==> src/rtl/ttm4_sequencer.sv <==
// ttm4_sequencer: FETCH/EXEC/WB control sequencer for the TTM4 4-bit CPU
module ttm4_sequencer #(
  parameter logic [3:0] RESET_PC = 4'h0
) (
  input  logic       CLK,
  input  logic       RST,
  input  logic       RUN,
  input  logic       STEP,
  input  logic [7:0] INSTR,
  input  logic       Z_FLAG,
  input  logic       C_FLAG,
  output logic [3:0] PC,
  output logic [3:0] IM,
  output logic [1:0] SEL,
  output logic [1:0] XSEL,
  output logic       nFA_EN,
  output logic       nAND_EN,
  output logic       nOR_EN,
  output logic       nXOR_EN,
  output logic       LD_A,
  output logic       LD_B,
  output logic       LD_OUT,
  output logic       BUSY,
  output logic       HALTED
);
  typedef enum logic [1:0] {FETCH, EXEC, WB, HALT} state_t;
  state_t      state_q, state_d;
  logic [3:0]  pc_q, pc_d, im_q, im_d, en_q, en_d, en_dec, op;
  logic [7:0]  ir_q, ir_d;
  logic [1:0]  sel_q, sel_d, xsel_q, xsel_d, sel_dec, xsel_dec;
  logic [2:0]  ld_q, ld_d, ld_dec;
  logic        taken, fa;
  // decode the incoming instruction in FETCH, the latched one afterwards
  always_comb begin
    op       = state_q == FETCH ? INSTR[7:4] : ir_q[7:4];
    fa       = op inside {4'h0, 4'h1, 4'h2, 4'h3, 4'h7};
    en_dec   = ~{fa, op == 4'h4, op inside {4'h5, 4'h8, 4'h9}, op == 4'h6};
    ld_dec   = {op inside {4'h0, 4'h2, 4'h3, 4'h4, 4'h5, 4'h6, 4'h7, 4'h9}, op == 4'h1, op == 4'h8};
    sel_dec  = op == 4'h3 ? 2'b11 : op == 4'h7 ? 2'b10 : op inside {4'h2, 4'h4, 4'h5, 4'h6} ? 2'b01 : 2'b00;
    xsel_dec = op == 4'h1 ? 2'b01 : op == 4'h9 ? 2'b10 : 2'b00;
    taken    = op == 4'hA || (op == 4'hB && !C_FLAG) || (op == 4'hC && Z_FLAG);
  end
  // next-state: controls latch on FETCH exit, strobes pulse in WB, PC moves on WB exit
  always_comb begin
    state_d = state_q;
    pc_d    = pc_q;
    ir_d    = ir_q;
    im_d    = im_q;
    sel_d   = sel_q;
    xsel_d  = xsel_q;
    en_d    = en_q;
    ld_d    = 3'b000;
    case (state_q)
      FETCH: if (RUN || STEP) begin
        state_d = EXEC;
        ir_d    = INSTR;
        im_d    = op == 4'h8 ? 4'h0 : INSTR[3:0];
        sel_d   = sel_dec;
        xsel_d  = xsel_dec;
        en_d    = en_dec;
      end
      EXEC: begin
        state_d = WB;
        ld_d    = ld_dec;
      end
      WB: begin
        state_d = op == 4'hD ? HALT : FETCH;
        pc_d    = op == 4'hD ? pc_q : taken ? ir_q[3:0] : pc_q + 4'd1;
        im_d    = 4'h0;
        sel_d   = 2'b00;
        xsel_d  = 2'b00;
        en_d    = 4'hF;
      end
      default: state_d = HALT;
    endcase
  end
  // all sequencer state and registered outputs; reset wins over everything
  always_ff @(posedge CLK) begin
    if (RST) begin
      state_q <= FETCH;
      pc_q    <= RESET_PC;
      ir_q    <= 8'h00;
      im_q    <= 4'h0;
      sel_q   <= 2'b00;
      xsel_q  <= 2'b00;
      en_q    <= 4'hF;
      ld_q    <= 3'b000;
    end else begin
      state_q <= state_d;
      pc_q    <= pc_d;
      ir_q    <= ir_d;
      im_q    <= im_d;
      sel_q   <= sel_d;
      xsel_q  <= xsel_d;
      en_q    <= en_d;
      ld_q    <= ld_d;
    end
  end
  assign PC                                 = pc_q;
  assign IM                                 = im_q;
  assign SEL                                = sel_q;
  assign XSEL                               = xsel_q;
  assign {nFA_EN, nAND_EN, nOR_EN, nXOR_EN} = en_q;
  assign {LD_A, LD_B, LD_OUT}               = ld_q;
  assign BUSY                               = state_q == EXEC || state_q == WB;
  assign HALTED                             = state_q == HALT;
endmodule

==> config.mk <==
export PLATFORM = sky130hd
export DESIGN_NAME = ttm4_sequencer
export DESIGN_NICKNAME = d
export VERILOG_FILES = /design/src/rtl/ttm4_sequencer.sv
export SDC_FILE = /design/constraint.sdc
export NUM_CORES = 1
export LEC_CHECK = 0
export CORE_ASPECT_RATIO = 1.2
export CORE_UTILIZATION = 41
export DETAILED_ROUTE_END_ITERATION = 16
export GPL_ROUTABILITY_DRIVEN = 0
export PLACE_DENSITY = 0.66
export SLEW_MARGIN = 20
export SYNTH_ARGS = -nofsm -noshare
export SYNTH_HDL_FRONTEND = slang
export SYNTH_SLANG_ARGS = --single-unit
export TNS_END_PERCENT = 1
==> constraint.sdc <==
create_clock -name CLK -period 3.72 [get_ports CLK]
set_input_delay 1.116 -clock CLK [delete_from_list [all_inputs] [get_ports CLK]]
set_output_delay 1.116 -clock CLK [all_outputs]
set_load 0.01 [all_outputs]
==> impl_metrics.sql, run 1 <==
INSERT INTO impl_metrics (metric_group, metric, value, unit) VALUES
('status', 'outcome', 'finished clean', ''),
('logic_synthesis', 'synth-edff-count', '0', ''),
('cells_and_area', 'instances_no_fill', '229', ''),
('cts', 'post_cts.repair.setup_buffers', '0', ''),
('cts', 'cts_buffer_depth', '2', ''),
('power_and_ir_drop', 'power.static_leakage', '0.000736', 'uW'),
('critical_path', 'end_kind', 'primary output', ''),
('logic_synthesis', 'yosys_register_bits', '29', ''),
('drt', 'drt-wirelength-per-cell', '15.5', 'um'),
('timing', 'max_freq', '364', 'MHz'),
('floorplan', 'placeableCoreArea', '3170', 'um^2'),
('logic_synthesis', 'synth_flop_cell', 'sky130_fd_sc_hd__dfxtp_1', ''),
('cts', 'clk_pin_slew_worst_paths', '0.09', 'ns'),
('power_and_ir_drop', 'post-layout-total-power', '976', 'uW'),
('drt', 'detail_route.iter0.violations', '52', ''),
('logic_synthesis', 'netlist.top_cell.by_area', 'sky130_fd_sc_hd__dfxtp_1', ''),
('global_route', 'top_usage_layer', 'met2', ''),
('placement', 'post-place-cells', '221', ''),
('timing', 'slew_viol_final', '0', ''),
('logic_synthesis', 'yosys-top-cells-area', 'sky130_fd_sc_hd__dfxtp_1 42%, sky130_fd_sc_hd__mux2i_1 9.3%, sky130_fd_sc_hd__nor2_1 7.0%', ''),
('timing', 'setup_repair_after_global_routing_missed_its_margin', 'false', ''),
('global_route', 'initial_antenna_violation_count', '0', ''),
('drt', 'drt_pass_1_iters', '4', ''),
('drt', 'routed_via_density', '5.48', ''),
('cells_and_area', 'most-common-layout-cells', '34 x sky130_fd_sc_hd__clkdlybuf4s50_1, 29 x sky130_fd_sc_hd__dfxtp_1, 26 x sky130_fd_sc_hd__nor2_1, 13 x sky130_fd_sc_hd__mux2i_1, 11 x sky130_fd_sc_hd__nand2_1', ''),
('timing', 'worst_slew_margin_rel', '57.1', '%'),
('timing', 'hold_viol', '0', ''),
('cts', 'postCtsResizedCells', '0', ''),
('critical_path', 'worstSetupPathType', 'flop to primary output', ''),
('cells_and_area', 'final.fill_count', '283', ''),
('floorplan', 'num_rows', '22', ''),
('logic_synthesis', 'netlist_instances', '156', ''),
('cells_and_area', 'num_antenna_cells', '0', ''),
('global_route', 'number_of_global_route_vias_before_repair', '1226', ''),
('placement', 'place.detailed.hpwl', '2630', 'um'),
('logic_synthesis', 'mappedNetlistNets', '175', ''),
('floorplan', 'chipWidth', '55.3', 'um'),
('floorplan', 'die_y', '66.0', 'um'),
('cts', 'cts_inserted_buffers', '5', ''),
('timing', 'setup_viol', '0', ''),
('logic_synthesis', 'async_reset_ff_share', '0', '%'),
('drt', 'drtAntennaViolNets', '0', ''),
('cts', 'insertion_delay', '0.33', 'ns'),
('timing', 'fin_skew', '0.00479', 'ns'),
('placement', 'portBuffers', '34', ''),
('timing', 'fin_crit', '2.75', 'ns'),
('cts', 'tritoncts', 'yes', ''),
('drt', 'num_vias', '1255', ''),
('logic_synthesis', 'synth_top_area_share', '41.5', '%'),
('global_route', 'grt.met2_usage', '38.0', '%'),
('critical_path', 'cp_data_required_time', '2.60', 'ns'),
('timing', 'worst-slew-pin-transition', '0.643', 'ns'),
('global_route', 'globalRouteMet1Util', '23.8', '%'),
('power_and_ir_drop', 'pwr_density_cell', '527', 'nW/um^2'),
('logic_synthesis', 'synth_area_per_cell', '8.96', 'um^2'),
('cells_and_area', 'syn2layout_area_growth', '32.5', '%'),
('global_route', 'grt_max_degree', '16', ''),
('cells_and_area', 'layout.cells.most_common', 'sky130_fd_sc_hd__clkdlybuf4s50_1', ''),
('cts', 'cts-hold-fix-buffers', '0', ''),
('cells_and_area', 'final_util', '58.5', '%'),
('power_and_ir_drop', 'vdd_drop_max', '0.428', 'mV'),
('floorplan', 'floorplan.io_pins', '35', ''),
('cells_and_area', 'layout.nets', '211', ''),
('cts', 'clockRootBuffer', 'sky130_fd_sc_hd__clkbuf_4', ''),
('logic_synthesis', 'synth.distinct_cells', '42', ''),
('run', 'max_cap_viol_count', '0', ''),
('timing', 'final.period_utilization', '73.9', '%'),
('drt', 'routed_wirelength', '3540', 'um'),
('cells_and_area', 'layout-drive-gt1-share', '9.84', '%'),
('cts', 'cts.sinks', '29', ''),
('global_route', 'grt_pass1_wl', '5950', 'um');
## final cells by class
| cell class | instances | area (um^2) | share of cell area [%] |
|---|---|---|---|
| timing repair buffer | 36 | 355 | 19.2 |
| tap | 36 | 45.0 | 2.43 |
| multi-input combinational | 115 | 767 | 41.4 |
| clock buffer | 7 | 55.1 | 2.97 |
| inverter | 5 | 18.8 | 1.01 |
| clock inverter | 1 | 30.0 | 1.62 |
| sequential | 29 | 581 | 31.4 |
## worst max-delay path, stage by stage, from the launching register on
cell and delay [ns]:
sky130_fd_sc_hd__dfxtp_1 0.40, sky130_fd_sc_hd__inv_1 0.09, sky130_fd_sc_hd__ha_1 0.29, sky130_fd_sc_hd__clkdlybuf4s50_1 0.53
## stage by stage
step | cell area (um^2) | setup slack (ns) | hold WS [ns]
after CTS | 1850 | 0.955 | 0.468
after floorplan | 1400 | 1.37 | 0.463
after detailed placement | 1770 | 0.782 | 0.454
final | 1850 | 0.969 | 0.464
after global routing | 1850 | 0.896 | 0.484
after global placement | 1770 | 0.830 | 0.445
## final timing paths
check / from / to / slack, ns / cells past startpoint
hold reg to reg: SEL[0]$_SDFFE_PP0P_ / SEL[0]$_SDFFE_PP0P_ / 0.46 / 2
hold / removal: SEL[0]$_SDFFE_PP0P_ / SEL[0]$_SDFFE_PP0P_ / 0.46 / 2
setup reg to reg: state_q[0]$_SDFFE_PP0P_ / PC[1]$_SDFFE_PP0P_ / 1.25 / 7
setup / recovery: state_q[0]$_SDFFE_PP0P_ / BUSY / 0.97 / 3
## kinds of logic after synthesis
kind of cell / after synthesis / share of synthesized area [%]
compound gates: 32 / 17.4
fa+ha+maj: 5 / 4.48
buf+inv: 12 / 3.58
flops: 29 / 41.5
mux: 16 / 12.0
simple gates: 62 / 21.0
## flip-flops by register name, indices dropped and copies added, names as in the netlist
| register | count |
|---|---|
| ir_q | 8 |
| SEL | 2 |
| ld_q | 3 |
| XSEL | 2 |
| IM | 4 |
| state_q | 2 |
| en_q | 4 |
| PC | 4 |
## layer usage
layer  vias to the layer above  share of wire (%)
li1                        625                  -
met1                       592                 43
met2                        32                 51
met3                         6                4.6
met4                         0                1.3
met5                         -                  0
## power by group
group          leakage, uW  switching [uW]  internal [uW]
sequential        0.000237            26.7            346
combinational     0.000454             181            149
clock            0.0000455             113            160
## cells in the mapped netlist, types with 2 or more instances
| library cell | instances |
|---|---|
| sky130_fd_sc_hd__and2_1 | 2 |
| sky130_fd_sc_hd__a21oi_1 | 3 |
| sky130_fd_sc_hd__nor3_1 | 3 |
| sky130_fd_sc_hd__a31oi_1 | 4 |
| sky130_fd_sc_hd__mux2_2 | 2 |
| sky130_fd_sc_hd__ha_1 | 5 |
| sky130_fd_sc_hd__a21o_1 | 2 |
| sky130_fd_sc_hd__nand2b_1 | 5 |
| sky130_fd_sc_hd__dfxtp_1 | 29 |
| sky130_fd_sc_hd__inv_1 | 5 |
| sky130_fd_sc_hd__mux2i_1 | 13 |
| sky130_fd_sc_hd__nand3_1 | 6 |
| sky130_fd_sc_hd__nand2_1 | 11 |
| sky130_fd_sc_hd__o21ai_0 | 3 |
| sky130_fd_sc_hd__clkbuf_1 | 4 |
| sky130_fd_sc_hd__a211o_1 | 2 |
| sky130_fd_sc_hd__or3_1 | 2 |
| sky130_fd_sc_hd__nor2_1 | 26 |
| sky130_fd_sc_hd__a22oi_1 | 6 |
Power figures use the tool's default switching activity.
==> run 2: changes to the inputs <==
Settings changed: PLACE_DENSITY 0.66 to 0.68.
Clock period 3.72 ns to 2.2 ns, I/O delays scaled along.
==> impl_metrics.sql, run 2 (synthesis gave the netlist of run 1 again) <==
INSERT INTO impl_metrics (metric_group, metric, value, unit) VALUES
('placement', 'placement.cell_area', '1920', 'um^2'),
('critical_path', 'cp_num_buf_inv', '2', ''),
('cts', 'cts_inserted_buffers', '5', ''),
('cts', 'cts_buffer_depth', '2', ''),
('cts', 'post_cts.repair.setup_buffers', '0', ''),
('power_and_ir_drop', 'power.static_leakage', '0.000821', 'uW'),
('critical_path', 'worstPathCellList', 'inv_1 -> ha_2 -> buf_4 -> mux2_2 -> o211ai_2 -> nand2_2 -> or3_1 -> a31oi_1', ''),
('global_route', 'grt.met2_usage', '34.3', '%'),
('hold_path', 'hold_start', 'SEL[0]$_SDFFE_PP0P_', ''),
('placement', 'portBuffers', '34', ''),
('global_route', 'grt_pass1_wl', '5810', 'um'),
('global_route', 'top_usage_layer', 'met2', ''),
('floorplan', 'floorplan.io_pins', '35', ''),
('timing', 'fin_crit', '2.08', 'ns'),
('timing', 'worst-slew-pin-transition', '0.352', 'ns'),
('drt', 'routed_via_density', '5.51', ''),
('global_route', 'met3_usage', '7.05', '%'),
('status', 'outcome', 'finished clean', ''),
('drt', 'detail_route.iter0.violations', '34', ''),
('drt', 'drt_pass_1_iters', '4', ''),
('critical_path', 'rr_worst_depth', '8', ''),
('timing', 'setup_total_negative_slack', '0', 'ns'),
('global_route', 'globalRouteMet1Util', '22.5', '%'),
('cts', 'cts.sinks', '29', ''),
('timing', 'hold_viol', '0', ''),
('critical_path', 'cp_max_fo', '9', ''),
('timing', 'fin_skew', '0.0138', 'ns'),
('timing', 'worst_slew_margin_rel', '76.5', '%'),
('global_route', 'initial_antenna_violation_count', '0', ''),
('critical_path', 'critPathLaunchType', 'flop', ''),
('cts', 'cts_max_level', '2', ''),
('critical_path', 'worst_r2r_startpoint', 'state_q[1]$_SDFFE_PP0P_', ''),
('drt', 'drt-wirelength-per-cell', '14.2', 'um'),
('cells_and_area', 'largest_register', 'ir_q', ''),
('cells_and_area', 'syn2layout_area_growth', '41.5', '%'),
('critical_path', 'critical_path.top_delay_family', 'simple AND/OR/NAND/NOR gates', ''),
('cells_and_area', 'num_antenna_cells', '0', ''),
('cells_and_area', 'finalInstanceArea', '1980', 'um^2'),
('cts', 'insertion_delay', '0.33', 'ns'),
('cells_and_area', 'layout.cells.most_common', 'sky130_fd_sc_hd__clkdlybuf4s50_1', ''),
('cells_and_area', 'final_util', '62.5', '%'),
('cells_and_area', 'most-common-layout-cells', '33 x sky130_fd_sc_hd__clkdlybuf4s50_1, 27 x sky130_fd_sc_hd__dfxtp_1, 26 x sky130_fd_sc_hd__nor2_1, 22 x sky130_fd_sc_hd__buf_4, 13 x sky130_fd_sc_hd__mux2i_1', ''),
('global_route', 'grt_util_all_layers', '20.5', '%'),
('cts', 'tritoncts', 'yes', ''),
('timing', 'max_freq', '480', 'MHz'),
('drt', 'routed_wirelength', '3520', 'um'),
('hold_path', 'holdCritPathClass', 'flop to flop', ''),
('timing', 'setup_repair_after_global_routing_missed_its_margin', 'false', ''),
('critical_path', 'worst_ep_arrival_time', '2.34', 'ns'),
('hold_path', 'hold_depth', '2', ''),
('critical_path', 'timing.rr.end', 'PC[0]$_SDFFE_PP0P_', ''),
('cells_and_area', 'layout.nets', '231', ''),
('floorplan', 'chipWidth', '55.3', 'um'),
('timing', 'final.period_utilization', '94.7', '%'),
('drt', 'num_vias', '1366', ''),
('placement', 'place.detailed.hpwl', '2710', 'um'),
('floorplan', 'die_y', '66.0', 'um'),
('power_and_ir_drop', 'post-layout-total-power', '1610', 'uW'),
('floorplan', 'die_area', '3650', 'um^2'),
('drt', 'drt_drc_violations_left', '0', ''),
('timing', 'slew_viol_final', '0', ''),
('power_and_ir_drop', 'vdd_drop_max', '0.510', 'mV'),
('global_route', 'grt.overflow.total', '0', ''),
('run', 'max_cap_viol_count', '0', ''),
('cells_and_area', 'layout-drive-gt1-share', '19.8', '%'),
('hold_path', 'hold-path-endpoint', 'SEL[0]$_SDFFE_PP0P_', ''),
('cts', 'clk_pin_slew_worst_paths', '0.10', 'ns'),
('power_and_ir_drop', 'pwr_density_cell', '815', 'nW/um^2'),
('cells_and_area', 'largest_register_ffs', '8', ''),
('global_route', 'number_of_global_route_vias_before_repair', '1368', ''),
('critical_path', 'cp_data_required_time', '2.46', 'ns'),
('floorplan', 'placeableCoreArea', '3170', 'um^2'),
('timing', 'setup_viol', '0', ''),
('critical_path', 'worstSetupPathType', 'flop to flop', ''),
('drt', 'drtAntennaViolNets', '0', ''),
('floorplan', 'starting_utilization_of_the_core_area', '44.2', '%'),
('critical_path', 'end_kind', 'flop', ''),
('global_route', 'grt_max_degree', '18', ''),
('cts', 'clockRootBuffer', 'sky130_fd_sc_hd__clkbuf_4', ''),
('critical_path', 'setup.reg_to_reg.worst_slack', '0.12', 'ns'),
('critical_path', 'worst_path_largest_cell_delay', '0.37', 'ns'),
('critical_path', 'slowest_stage', 'sky130_fd_sc_hd__mux2_2', ''),
('floorplan', 'num_rows', '22', '');
==> run 2: report_power, final <==
group	total (uW)	switching, uW	leakage, uW	internal, uW
Combinational	644	315	0.000552	329
Clock	334	184	0.0000314	151
Sequential	632	44.8	0.000238	587
==> run 2: through the flow <==
| step | hold WS [ns] | cells | setup WS [ns] |
|---|---|---|---|
| after CTS | 0.468 | 248 | 0.00221 |
| after global routing | 0.489 | 248 | 0.000125 |
| after detailed placement | 0.448 | 241 | -0.163 |
| after floorplan | 0.463 | 156 | 0.233 |
| after global placement | 0.444 | 241 | -0.141 |
| final | 0.467 | 248 | 0.117 |
==> run 2: worst max path at each step <==
| stage | startpoint | end | slack, ns | cells after the start |
|---|---|---|---|---|
| after floorplan | state_q[0]$_SDFFE_PP0P_ | PC[1]$_SDFFE_PP0P_ | 0.23 | 7 |
| after global placement | INSTR[4] | PC[0]$_SDFFE_PP0P_ | -0.14 | 7 |
| after detailed placement | INSTR[4] | PC[1]$_SDFFE_PP0P_ | -0.16 | 6 |
| final | state_q[1]$_SDFFE_PP0P_ | PC[0]$_SDFFE_PP0P_ | 0.12 | 8 |
| after global routing | state_q[0]$_SDFFE_PP0P_ | PC[0]$_SDFFE_PP0P_ | 0.0001 | 8 |
| after CTS | state_q[0]$_SDFFE_PP0P_ | PC[0]$_SDFFE_PP0P_ | 0.002 | 8 |
==> run 2: worst reg2reg max path, cell delays in order (launching register included) <==
cell                       delay, ns
sky130_fd_sc_hd__dfxtp_2        0.35
sky130_fd_sc_hd__inv_1          0.08
sky130_fd_sc_hd__ha_2           0.30
sky130_fd_sc_hd__buf_4          0.19
sky130_fd_sc_hd__mux2_2         0.37
sky130_fd_sc_hd__o211ai_2       0.11
sky130_fd_sc_hd__nand2_2        0.11
sky130_fd_sc_hd__or3_1          0.33
sky130_fd_sc_hd__a31oi_1        0.16
==> run 2: metal layers <==
| metal | wire [um] | part of all wire [%] |
|---|---|---|
| met5 | 0 | 0 |
| met4 | 132 | 3.8 |
| met3 | 262 | 7.4 |
| met2 | 1670 | 48 |
| met1 | 1450 | 41 |
==> run 2: layout make-up <==
type	instances	area, um^2
inverters	5	18.8
fillers	281	1190
multi-input cells	115	771
flip-flops and latches	29	583
well taps	36	45.0
clock buffers	7	55.1
repair buffers	56	504
==> run 2: repair_timing <==
item	CTS	global route
hold buffers	0	0
setup endpoints to repair	2	10
resized for setup	3	2
==> run 3: changes to the inputs <==
Settings changed: REMOVE_ABC_BUFFERS from default to 1.
==> impl_metrics.sql, run 3 (synthesis gave the netlist of run 1 again) <==
INSERT INTO impl_metrics (metric_group, metric, value, unit) VALUES
('timing', 'fin_skew', '0.00399', 'ns'),
('cts', 'cts_buffer_depth', '2', ''),
('placement', 'place.detailed.hpwl', '2770', 'um'),
('global_route', 'number_of_global_route_vias_before_repair', '1375', ''),
('critical_path', 'cp_max_fo', '8', ''),
('global_route', 'grt_pass1_wl', '5970', 'um'),
('critical_path', 'setup.reg_to_reg.worst_slack', '0.13', 'ns'),
('floorplan', 'die_y', '66.0', 'um'),
('power_and_ir_drop', 'vdd_drop_max', '0.456', 'mV'),
('critical_path', 'worstSetupPathType', 'flop to flop', ''),
('power_and_ir_drop', 'post-layout-total-power', '1620', 'uW'),
('run', 'max_cap_viol_count', '0', ''),
('critical_path', 'critPathLaunchType', 'flop', ''),
('drt', 'num_vias', '1369', ''),
('critical_path', 'cp_data_required_time', '2.45', 'ns'),
('critical_path', 'rr_worst_depth', '8', ''),
('cts', 'insertion_delay', '0.32', 'ns'),
('placement', 'portBuffers', '34', ''),
('global_route', 'initial_antenna_violation_count', '0', ''),
('cts', 'cts_inserted_buffers', '5', ''),
('cts', 'cts-hold-fix-buffers', '0', ''),
('cells_and_area', 'layout.nets', '235', ''),
('cells_and_area', 'finalInstanceArea', '2010', 'um^2'),
('power_and_ir_drop', 'pwr_density_cell', '804', 'nW/um^2'),
('timing', 'final.period_utilization', '94.1', '%'),
('power_and_ir_drop', 'power.static_leakage', '0.000834', 'uW'),
('cells_and_area', 'largest_register_ffs', '8', ''),
('cells_and_area', 'largest_register', 'ir_q', ''),
('floorplan', 'num_rows', '22', ''),
('critical_path', 'worst_r2r_startpoint', 'state_q[0]$_SDFFE_PP0P_', ''),
('drt', 'routed_via_density', '5.41', ''),
('floorplan', 'floorplan.io_pins', '35', ''),
('cts', 'post_cts.repair.setup_buffers', '0', ''),
('cells_and_area', 'layout.cells.most_common', 'sky130_fd_sc_hd__clkdlybuf4s50_1', ''),
('cells_and_area', 'syn2layout_area_growth', '43.8', '%'),
('hold_path', 'holdCritPathClass', 'flop to flop', ''),
('cells_and_area', 'num_antenna_cells', '0', ''),
('critical_path', 'worst_ep_arrival_time', '2.32', 'ns'),
('cts', 'postCtsResizedCells', '3', ''),
('global_route', 'grt_util_all_layers', '21.0', '%'),
('drt', 'drt_drc_violations_left', '0', ''),
('global_route', 'grt.overflow.total', '0', ''),
('critical_path', 'timing.rr.end', 'PC[0]$_SDFFE_PP0P_', ''),
('critical_path', 'startpoint', 'state_q[0]$_SDFFE_PP0P_', ''),
('placement', 'post-place-cells', '245', ''),
('cells_and_area', 'layout-drive-gt1-share', '22.1', '%'),
('drt', 'routed_wirelength', '3530', 'um'),
('drt', 'drtAntennaViolNets', '0', ''),
('timing', 'worst_slew_margin_rel', '71.5', '%'),
('cts', 'cts_max_level', '2', ''),
('cts', 'clockRootBuffer', 'sky130_fd_sc_hd__clkbuf_4', ''),
('timing', 'timing.hold.ws', '0.461', 'ns'),
('cells_and_area', 'instances_no_fill', '253', ''),
('cells_and_area', 'most-common-layout-cells', '33 x sky130_fd_sc_hd__clkdlybuf4s50_1, 27 x sky130_fd_sc_hd__dfxtp_1, 26 x sky130_fd_sc_hd__nor2_1, 26 x sky130_fd_sc_hd__buf_4', ''),
('drt', 'drt_pass_1_iters', '4', ''),
('timing', 'max_freq', '483', 'MHz'),
('timing', 'hold_viol', '0', ''),
('timing', 'setup_repair_after_global_routing_missed_its_margin', 'false', ''),
('critical_path', 'worstSetupEndpoint', 'PC[0]$_SDFFE_PP0P_', ''),
('cts', 'cts.sinks', '29', ''),
('cts', 'clk_pin_slew_worst_paths', '0.09', 'ns'),
('drt', 'drt-wirelength-per-cell', '14.0', 'um'),
('placement', 'placement.cell_area', '1950', 'um^2'),
('floorplan', 'placeableCoreArea', '3170', 'um^2'),
('timing', 'setup_viol', '0', ''),
('global_route', 'grt_max_degree', '16', ''),
('status', 'outcome', 'finished clean', ''),
('cts', 'tritoncts', 'yes', ''),
('floorplan', 'chipWidth', '55.3', 'um'),
('critical_path', 'end_kind', 'flop', ''),
('floorplan', 'starting_utilization_of_the_core_area', '44.2', '%'),
('floorplan', 'die_area', '3650', 'um^2'),
('drt', 'detail_route.iter0.violations', '52', ''),
('timing', 'worst-slew-pin-transition', '0.423', 'ns'),
('timing', 'fin_crit', '2.07', 'ns'),
('timing', 'slew_viol_final', '0', '');
[run 3: cell types whose count changed in the layout (fill, tap and decap cells not counted), sizes merged]
cell | before | now
buf | 22 | 26
clkinv | 0 | 2
clkbuf | 7 | 6
[run 3: metal layers]
metal	global-route usage [%]	vias to the layer above	part of all wire [%]	wire length [um]
li1	-	672	-	-
met1	24.2	655	45	1610
met2	36.3	35	49	1730
met3	6.07	7	4.4	156
met4	8.75	0	1.2	43
met5	0	-	0	0
[run 3: through the flow]
stage                     util [%]  worst slack (ns)  setup TNS, ns
after floorplan                  -           0.00504              0
after global placement        61.5            -0.150         -0.551
after detailed placement      61.5            -0.196         -0.786
after CTS                     63.2            0.0652              0
after global routing          63.5           0.00683              0
final                         63.5             0.129              0
[run 3: worst min-delay path by stage]
stage                         startpoint                  end  depth (start not counted)
global route         SEL[0]$_SDFFE_PP0P_  SEL[0]$_SDFFE_PP0P_                          2
finish               SEL[0]$_SDFFE_PP0P_  SEL[0]$_SDFFE_PP0P_                          2
floorplan           ir_q[0]$_SDFFE_PP0P_   PC[0]$_SDFFE_PP0P_                          2
global placement     SEL[0]$_SDFFE_PP0P_  SEL[0]$_SDFFE_PP0P_                          2
detailed placement   SEL[0]$_SDFFE_PP0P_  SEL[0]$_SDFFE_PP0P_                          2
CTS                  SEL[0]$_SDFFE_PP0P_  SEL[0]$_SDFFE_PP0P_                          2
[run 3: final cells by class]
| type | count | area, um^2 |
|---|---|---|
| Clock inverter | 2 | 10.0 |
| Clock buffer | 6 | 41.3 |
| Inverter | 5 | 18.8 |
| Sequential cell | 29 | 583 |
| Tap cell | 36 | 45.0 |
| Timing Repair Buffer | 60 | 534 |
| Multi-Input combinational cell | 115 | 777 |
| Fill cell | 277 | 1160 |
[run 3: power breakdown]
group / leakage (uW) / total, uW / switching (uW) / internal [uW]
sequential: 0.000238 / 632 / 44.9 / 587
combinational: 0.000564 / 676 / 328 / 347
clock: 0.0000320 / 307 / 186 / 121
[run 3: worst max-delay path, stage by stage, from the launching register on]
cell	delay (ns)
sky130_fd_sc_hd__dfxtp_2	0.35
sky130_fd_sc_hd__inv_1	0.08
sky130_fd_sc_hd__ha_2	0.27
sky130_fd_sc_hd__buf_4	0.20
sky130_fd_sc_hd__mux2i_2	0.29
sky130_fd_sc_hd__a211o_1	0.19
sky130_fd_sc_hd__a21oi_4	0.09
sky130_fd_sc_hd__or3_1	0.35
sky130_fd_sc_hd__a31oi_1	0.18
